--- src/rtl/dmem_pkg.sv ---
// Shared types and constants for the data-memory arbiter slice.
// Two requesters (LSU, debug/DMA) share one single-port 128x32 memory.
package dmem_pkg;
  localparam int DMEM_ADDR_W = 7;
  localparam int DMEM_DATA_W = 32;

  localparam logic REQ_LSU = 1'b0;
  localparam logic REQ_DBG = 1'b1;

  typedef enum logic [1:0] {
    S_IDLE  = 2'd0,
    S_ISSUE = 2'd1,
    S_RESP  = 2'd2
  } state_t;
endpackage

--- src/rtl/dmem_arbiter_rr_arb2.sv ---
// Two-input arbiter: round-robin on last_grant, or fixed priority to requester 0.
// last_grant resets to REQ_DBG so the LSU wins the first tie.
module rr_arb2
  import dmem_pkg::*;
#(
  parameter int FIXED_PRIO = 0
) (
  input  logic       clk,
  input  logic       reset,
  input  logic [1:0] i_req,
  input  logic       i_accept,
  output logic [1:0] o_grant,
  output logic       o_winner
);
  logic r_last_grant;
  logic w_winner;

  always_comb begin
    w_winner = REQ_LSU;
    if (FIXED_PRIO != 0)
      w_winner = i_req[0] ? REQ_LSU : REQ_DBG;
    else if (i_req == 2'b11)
      w_winner = ~r_last_grant;
    else
      w_winner = i_req[1] ? REQ_DBG : REQ_LSU;
  end

  assign o_grant  = i_req & (w_winner ? 2'b10 : 2'b01);
  assign o_winner = w_winner;

  always_ff @(posedge clk or posedge reset) begin
    if (reset)         r_last_grant <= REQ_DBG;
    else if (i_accept) r_last_grant <= w_winner;
  end
endmodule

--- src/rtl/dmem_arbiter.sv ---
// Shares the single-port data memory between the LSU and the debug/DMA port.
// Each access runs IDLE (arbitrate) -> ISSUE (strobe) -> RESP (response pulse).
module dmem_arbiter
  import dmem_pkg::*;
#(
  parameter int ADDR_W     = DMEM_ADDR_W,
  parameter int DATA_W     = DMEM_DATA_W,
  parameter int FIXED_PRIO = 0
) (
  input  logic              clk,
  input  logic              reset,
  input  logic              r0_valid,
  output logic              r0_ready,
  input  logic              r0_we,
  input  logic [ADDR_W-1:0] r0_addr,
  input  logic [DATA_W-1:0] r0_wdata,
  output logic              r0_rsp_valid,
  output logic [DATA_W-1:0] r0_rsp_rdata,
  input  logic              r1_valid,
  output logic              r1_ready,
  input  logic              r1_we,
  input  logic [ADDR_W-1:0] r1_addr,
  input  logic [DATA_W-1:0] r1_wdata,
  output logic              r1_rsp_valid,
  output logic [DATA_W-1:0] r1_rsp_rdata,
  output logic              mem_read,
  output logic              mem_write,
  output logic [ADDR_W-1:0] mem_addr,
  output logic [DATA_W-1:0] mem_wdata,
  input  logic [DATA_W-1:0] mem_rdata
);
  state_t              r_state, w_state_nxt;
  logic                r_owner, r_we;
  logic                r_mem_read, r_mem_write;
  logic [ADDR_W-1:0]   r_mem_addr;
  logic [DATA_W-1:0]   r_mem_wdata;

  logic [1:0]          w_req, w_grant;
  logic                w_winner, w_idle, w_accept;
  logic                w_sel_we;
  logic [ADDR_W-1:0]   w_sel_addr;
  logic [DATA_W-1:0]   w_sel_wdata;
  logic                w_resp;
  logic [DATA_W-1:0]   w_rdata;

  assign w_idle   = (r_state == S_IDLE);
  assign w_req    = {r1_valid, r0_valid};
  assign w_accept = w_idle & (|w_grant);

  rr_arb2 #(.FIXED_PRIO(FIXED_PRIO)) u_arb (
    .clk      (clk),
    .reset    (reset),
    .i_req    (w_req),
    .i_accept (w_accept),
    .o_grant  (w_grant),
    .o_winner (w_winner)
  );

  assign r0_ready = w_idle & w_grant[0];
  assign r1_ready = w_idle & w_grant[1];

  assign w_sel_we    = w_winner ? r1_we    : r0_we;
  assign w_sel_addr  = w_winner ? r1_addr  : r0_addr;
  assign w_sel_wdata = w_winner ? r1_wdata : r0_wdata;

  always_ff @(posedge clk or posedge reset) begin
    if (reset) r_state <= S_IDLE;
    else       r_state <= w_state_nxt;
  end

  always_comb begin
    w_state_nxt = r_state;
    case (r_state)
      S_IDLE:  if (w_accept) w_state_nxt = S_ISSUE;
      S_ISSUE: w_state_nxt = S_RESP;
      S_RESP:  w_state_nxt = S_IDLE;
      default: w_state_nxt = S_IDLE;
    endcase
  end

  // Strobes default low so they live for exactly the ISSUE cycle; read and
  // write are derived from one bit and can never both be set.
  always_ff @(posedge clk or posedge reset) begin
    if (reset) begin
      r_owner     <= REQ_LSU;
      r_we        <= 1'b0;
      r_mem_read  <= 1'b0;
      r_mem_write <= 1'b0;
      r_mem_addr  <= '0;
      r_mem_wdata <= '0;
    end else begin
      r_mem_read  <= 1'b0;
      r_mem_write <= 1'b0;
      if (w_accept) begin
        r_owner     <= w_winner;
        r_we        <= w_sel_we;
        r_mem_read  <= ~w_sel_we;
        r_mem_write <= w_sel_we;
        r_mem_addr  <= w_sel_addr;
        r_mem_wdata <= w_sel_wdata;
      end
    end
  end

  assign mem_read  = r_mem_read;
  assign mem_write = r_mem_write;
  assign mem_addr  = r_mem_addr;
  assign mem_wdata = r_mem_wdata;

  assign w_resp  = (r_state == S_RESP);
  assign w_rdata = r_we ? '0 : mem_rdata;

  assign r0_rsp_valid = w_resp & (r_owner == REQ_LSU);
  assign r1_rsp_valid = w_resp & (r_owner == REQ_DBG);
  assign r0_rsp_rdata = r0_rsp_valid ? w_rdata : '0;
  assign r1_rsp_rdata = r1_rsp_valid ? w_rdata : '0;
endmodule

--- config.mk ---
export PLATFORM = sky130hd
export DESIGN_NAME = dmem_arbiter
export DESIGN_NICKNAME = d
export VERILOG_FILES = /design/src/rtl/dmem_pkg.sv /design/src/rtl/dmem_arbiter_rr_arb2.sv /design/src/rtl/dmem_arbiter.sv
export SDC_FILE = /design/constraint.sdc
export NUM_CORES = 1
export LEC_CHECK = 0
export BUFFER_PORTS_ARGS = -buffer_cell sky130_fd_sc_hd__buf_2
export CORE_AREA = 2 2 87 89
export DETAILED_ROUTE_END_ITERATION = 6
export DIE_AREA = 0 0 89 91
export GPL_TIMING_DRIVEN = 0
export PLACE_DENSITY = 0.84
export SLEW_MARGIN = 15
export SYNTH_ARGS = -nofsm -noshare
export SYNTH_HDL_FRONTEND = slang
export SYNTH_SLANG_ARGS = --single-unit
--- constraint.sdc ---
create_clock -name clk -period 2.3 [get_ports clk]
set_clock_uncertainty 0.05 [all_clocks]
set_input_delay 0.23 -clock clk [delete_from_list [all_inputs] [get_ports clk]]
set_output_delay 0.23 -clock clk [all_outputs]
set_load 0.02 [all_outputs]
==> results_dict.tcl <==
set metrics [dict create \
    cp_max_fo 10 \
    ys.flop_type "dfrtp_1" \
    die_w_um 89 \
    coreArea_um2 7140 \
    synth.area.top_cells "dfrtp_1 41%, nand2_1 11%, a31oi_1 9.2%" \
    postCtsSetupBuffers 0 \
    synth.distinct_cells 26 \
    dpl.hpwl_um 7760 \
    p_comb_share_pct 58.6 \
    path_delay_family "buffers and inverters" \
    cpMostUsedCell "buf_2" \
    start_kind "flip-flop" \
    rsz0062_at_grt "false" \
    postSynth.asyncResetShare_pct 100 \
    first_pass_iters 4 \
    grtUsageTotal_pct 22.8 \
    finalHoldViolCount 0 \
    worstPathRequired_ns 2.02 \
    htreeDepth 2 \
    final.min_clock_period_ns 2.04 \
    ir_drop_v 0.000621 \
    ios 225 \
    ys_ff_latch 46 \
    synth_top_area_share_pct 41.2 \
    antenna_found_initial 0 \
    grt_pass1_vias 3167 \
    viasPerCell 4.85 \
    synth_edf_count 0 \
    clockPowerShare_pct 11.5 \
    yosys_warnings 0 \
    synthCells 352 \
    wl_per_cell_um 13.9 \
    fmax_ghz 0.489 \
    yosysMostFrequentCell "nand2_1" \
    drc 0 \
    slew-limit-headroom_pct 70.5 \
    power.density_nw_per_um2 1180 \
    p_int_mw 2.54 \
    post-route-period-util_pct 88.9 \
    synth_nets 468 \
    netSwitchingFraction_pct 47.8 \
    grt_pass1_wl_um 14600 \
    initialDrtViolationCount 114 \
    status "finished, final reports clean" \
    worstPathArrival_ns 1.76 \
    clock_sinks 46 \
    ant_nets 0 \
    num-fill-cells 729 \
    grt_overflow_total 0 \
    power.leakage_nw 2.17 \
    synth_commonest_cells "78 x nand2_1, 45 x dfrtp_1, 42 x a21oi_1, 40 x a31oi_1, 36 x nor2_1" \
    worst_pin_slew_ns 0.442 \
    p_seq_share_pct 29.9 \
    critPathBufInv 3 \
    nNetsFinal 701 \
    setup_viol 0 \
    finish.utilization_pct 57.6 \
    setup_tns_ns 0 \
    max_stage_delay_ns 0.57 \
    die_area_um2 8100 \
    critical-path-slowest-cell "dfstp_2" \
    place_congestion 0.851 \
    initial_core_util_pct 38.3 \
    critPathKind "flip-flop to primary output" \
    grt_max_degree 31 \
    vias 3321 \
    p_sw_mw 2.33 \
    cts_buffer_depth 2 \
    drt-total-wl_um 9550 \
    drive_above_1_share_pct 50.0 \
    yosysTopAreaCell "dfrtp_1" \
    clk-insertion-delay-late_ns 0.29 \
    cts_tree "done" \
    hold_path_class "primary input to flip-flop" \
    clk_pin_slew_ns 0.09 \
    yosysSeqAreaShare_pct 42.2 \
    synth_area_um2 2730 \
    finalMaxSlewViolations 0 \
    worstPathCellList "a21bo_2 > buf_2 > buf_2 > and3_1 > buf_2" \
    portBuffers 224 \
    die_h_um 91 \
    cp-end-kind "primary output" \
    cap_violations 0 \
    area_delta_synth_final_pct 50.5 \
    antennaDiodeCount 0 \
    root_buffer "clkbuf_8" \
    rows 31 \
    syn_area_per_cell_um2 7.77 \
    numCtsBuffers 5 \
]
-- worst reg2reg max path, cell delays in order, from the launching register on --
cell and delay [ns]:
dfstp_2 0.57, a21bo_2 0.12, buf_2 0.17, buf_2 0.25, nand2_1 0.08, a31oi_1 0.18
-- power by group through the flow --
stage	Combinational (mW)	Clock, mW	Sequential [mW]
2_1_floorplan	1.51	0	1.89
3_3_place_gp	2.81	0	1.45
3_5_place_dp	2.89	0	1.46
4_1_cts	2.89	0.571	1.45
5_1_grt	3.12	0.604	1.50
6_report	2.85	0.558	1.46
-- through the flow --
stage	hold slack, ns	area [um2]	instances	worst slack (ns)	total power [mW]
after floorplan	0.243	2730	352	0.770	3.40
after global placement	0.390	3980	675	0.400	4.27
after detailed placement	0.190	4000	676	0.593	4.35
after CTS	0.0842	4110	685	0.239	4.91
after global routing	0.115	4110	685	0.182	5.22
final	0.0927	4110	685	0.256	4.87
-- metal layers --
layer	global-route usage [%]	vias up	share of wire, %
met5	0	-	0
met4	7.46	0	2.1
met3	6.18	19	9.7
met2	42.7	159	51
met1	23.9	1511	37
li1	-	1632	-
-- final cells by class --
cell class	count	area [um2]	area share [%]
Multi-Input combinational cell	270	1370	33.2
Sequential cell	46	1150	28.0
Timing Repair Buffer	226	1150	28.0
Buffer	32	199	4.84
Tap cell	99	124	3.01
Clock buffer	7	96.3	2.34
Inverter	4	15.0	0.365
Clock inverter	1	8.76	0.213
-- flip-flops by register name, summed over array words and instances, names as in the netlist --
signal	cells
u_arb.r_last_grant	1
mem_wdata	32
r_we	1
mem_addr	7
mem_read	1
r_state	2
mem_write	1
r_owner	1
-- logic make-up after synthesis --
logic type / synth area share [%]
AND/OR/NAND/NOR: 31.8
AO/OA/AOI/OAI: 17.9
flip-flops: 42.2
buffers and inverters: 7.83
multiplexers: 0.366
-- final timing paths --
kind	start	endpoint	slack (ns)	depth (start not counted)
setup / recovery	u_arb.r_last_grant$_DFFE_PP1P_	r0_ready	0.26	5
hold / removal	r0_valid	u_arb.r_last_grant$_DFFE_PP1P_	0.09	2
setup reg to reg	u_arb.r_last_grant$_DFFE_PP1P_	mem_wdata[28]$_DFFE_PP0P_	0.79	5
hold reg to reg	r_owner$_DFFE_PP0P_	r_owner$_DFFE_PP0P_	0.46	1
max in group asynchronous	reset	u_arb.r_last_grant$_DFFE_PP1P_	1.25	4
min in group asynchronous	reset	mem_wdata[31]$_DFFE_PP0P_	0.40	3
-- cell usage in the layout (no fill, tap or decap) --
cell type | netlist | layout
a31oi_1 | 40 | 40
dfstp_2 | 1 | 1
and3_1 | 1 | 1
a21boi_2 | 1 | 1
and2_1 | 1 | 1
nor2_2 | 30 | 30
dlygate4sd3_1 | 0 | 1
nand3b_1 | 1 | 1
inv_1 | 3 | 2
buf_2 | 15 | 239
clkbuf_8 | 0 | 7
nand2_1 | 78 | 78
a21bo_2 | 1 | 1
buf_6 | 7 | 7
a21o_1 | 1 | 1
clkbuf_1 | 8 | 8
nor2b_1 | 1 | 1
nand2_2 | 1 | 1
clkinv_4 | 0 | 1
a21oi_1 | 42 | 42
or3b_1 | 1 | 1
buf_4 | 2 | 2
buf_12 | 0 | 1
dfrtp_1 | 45 | 45
inv_2 | 1 | 2
or2_1 | 1 | 1
nor2_1 | 36 | 36
nor3_1 | 1 | 1
mux2i_1 | 1 | 1
nand2b_1 | 32 | 32
-- repair_timing --
action	in CTS	in global routing
endpoints found under the setup margin	0	0
hold buffers	1	0
hold endpoints to repair	16	0
gates resized for setup	0	0
(Power assumes the default switching activity.)
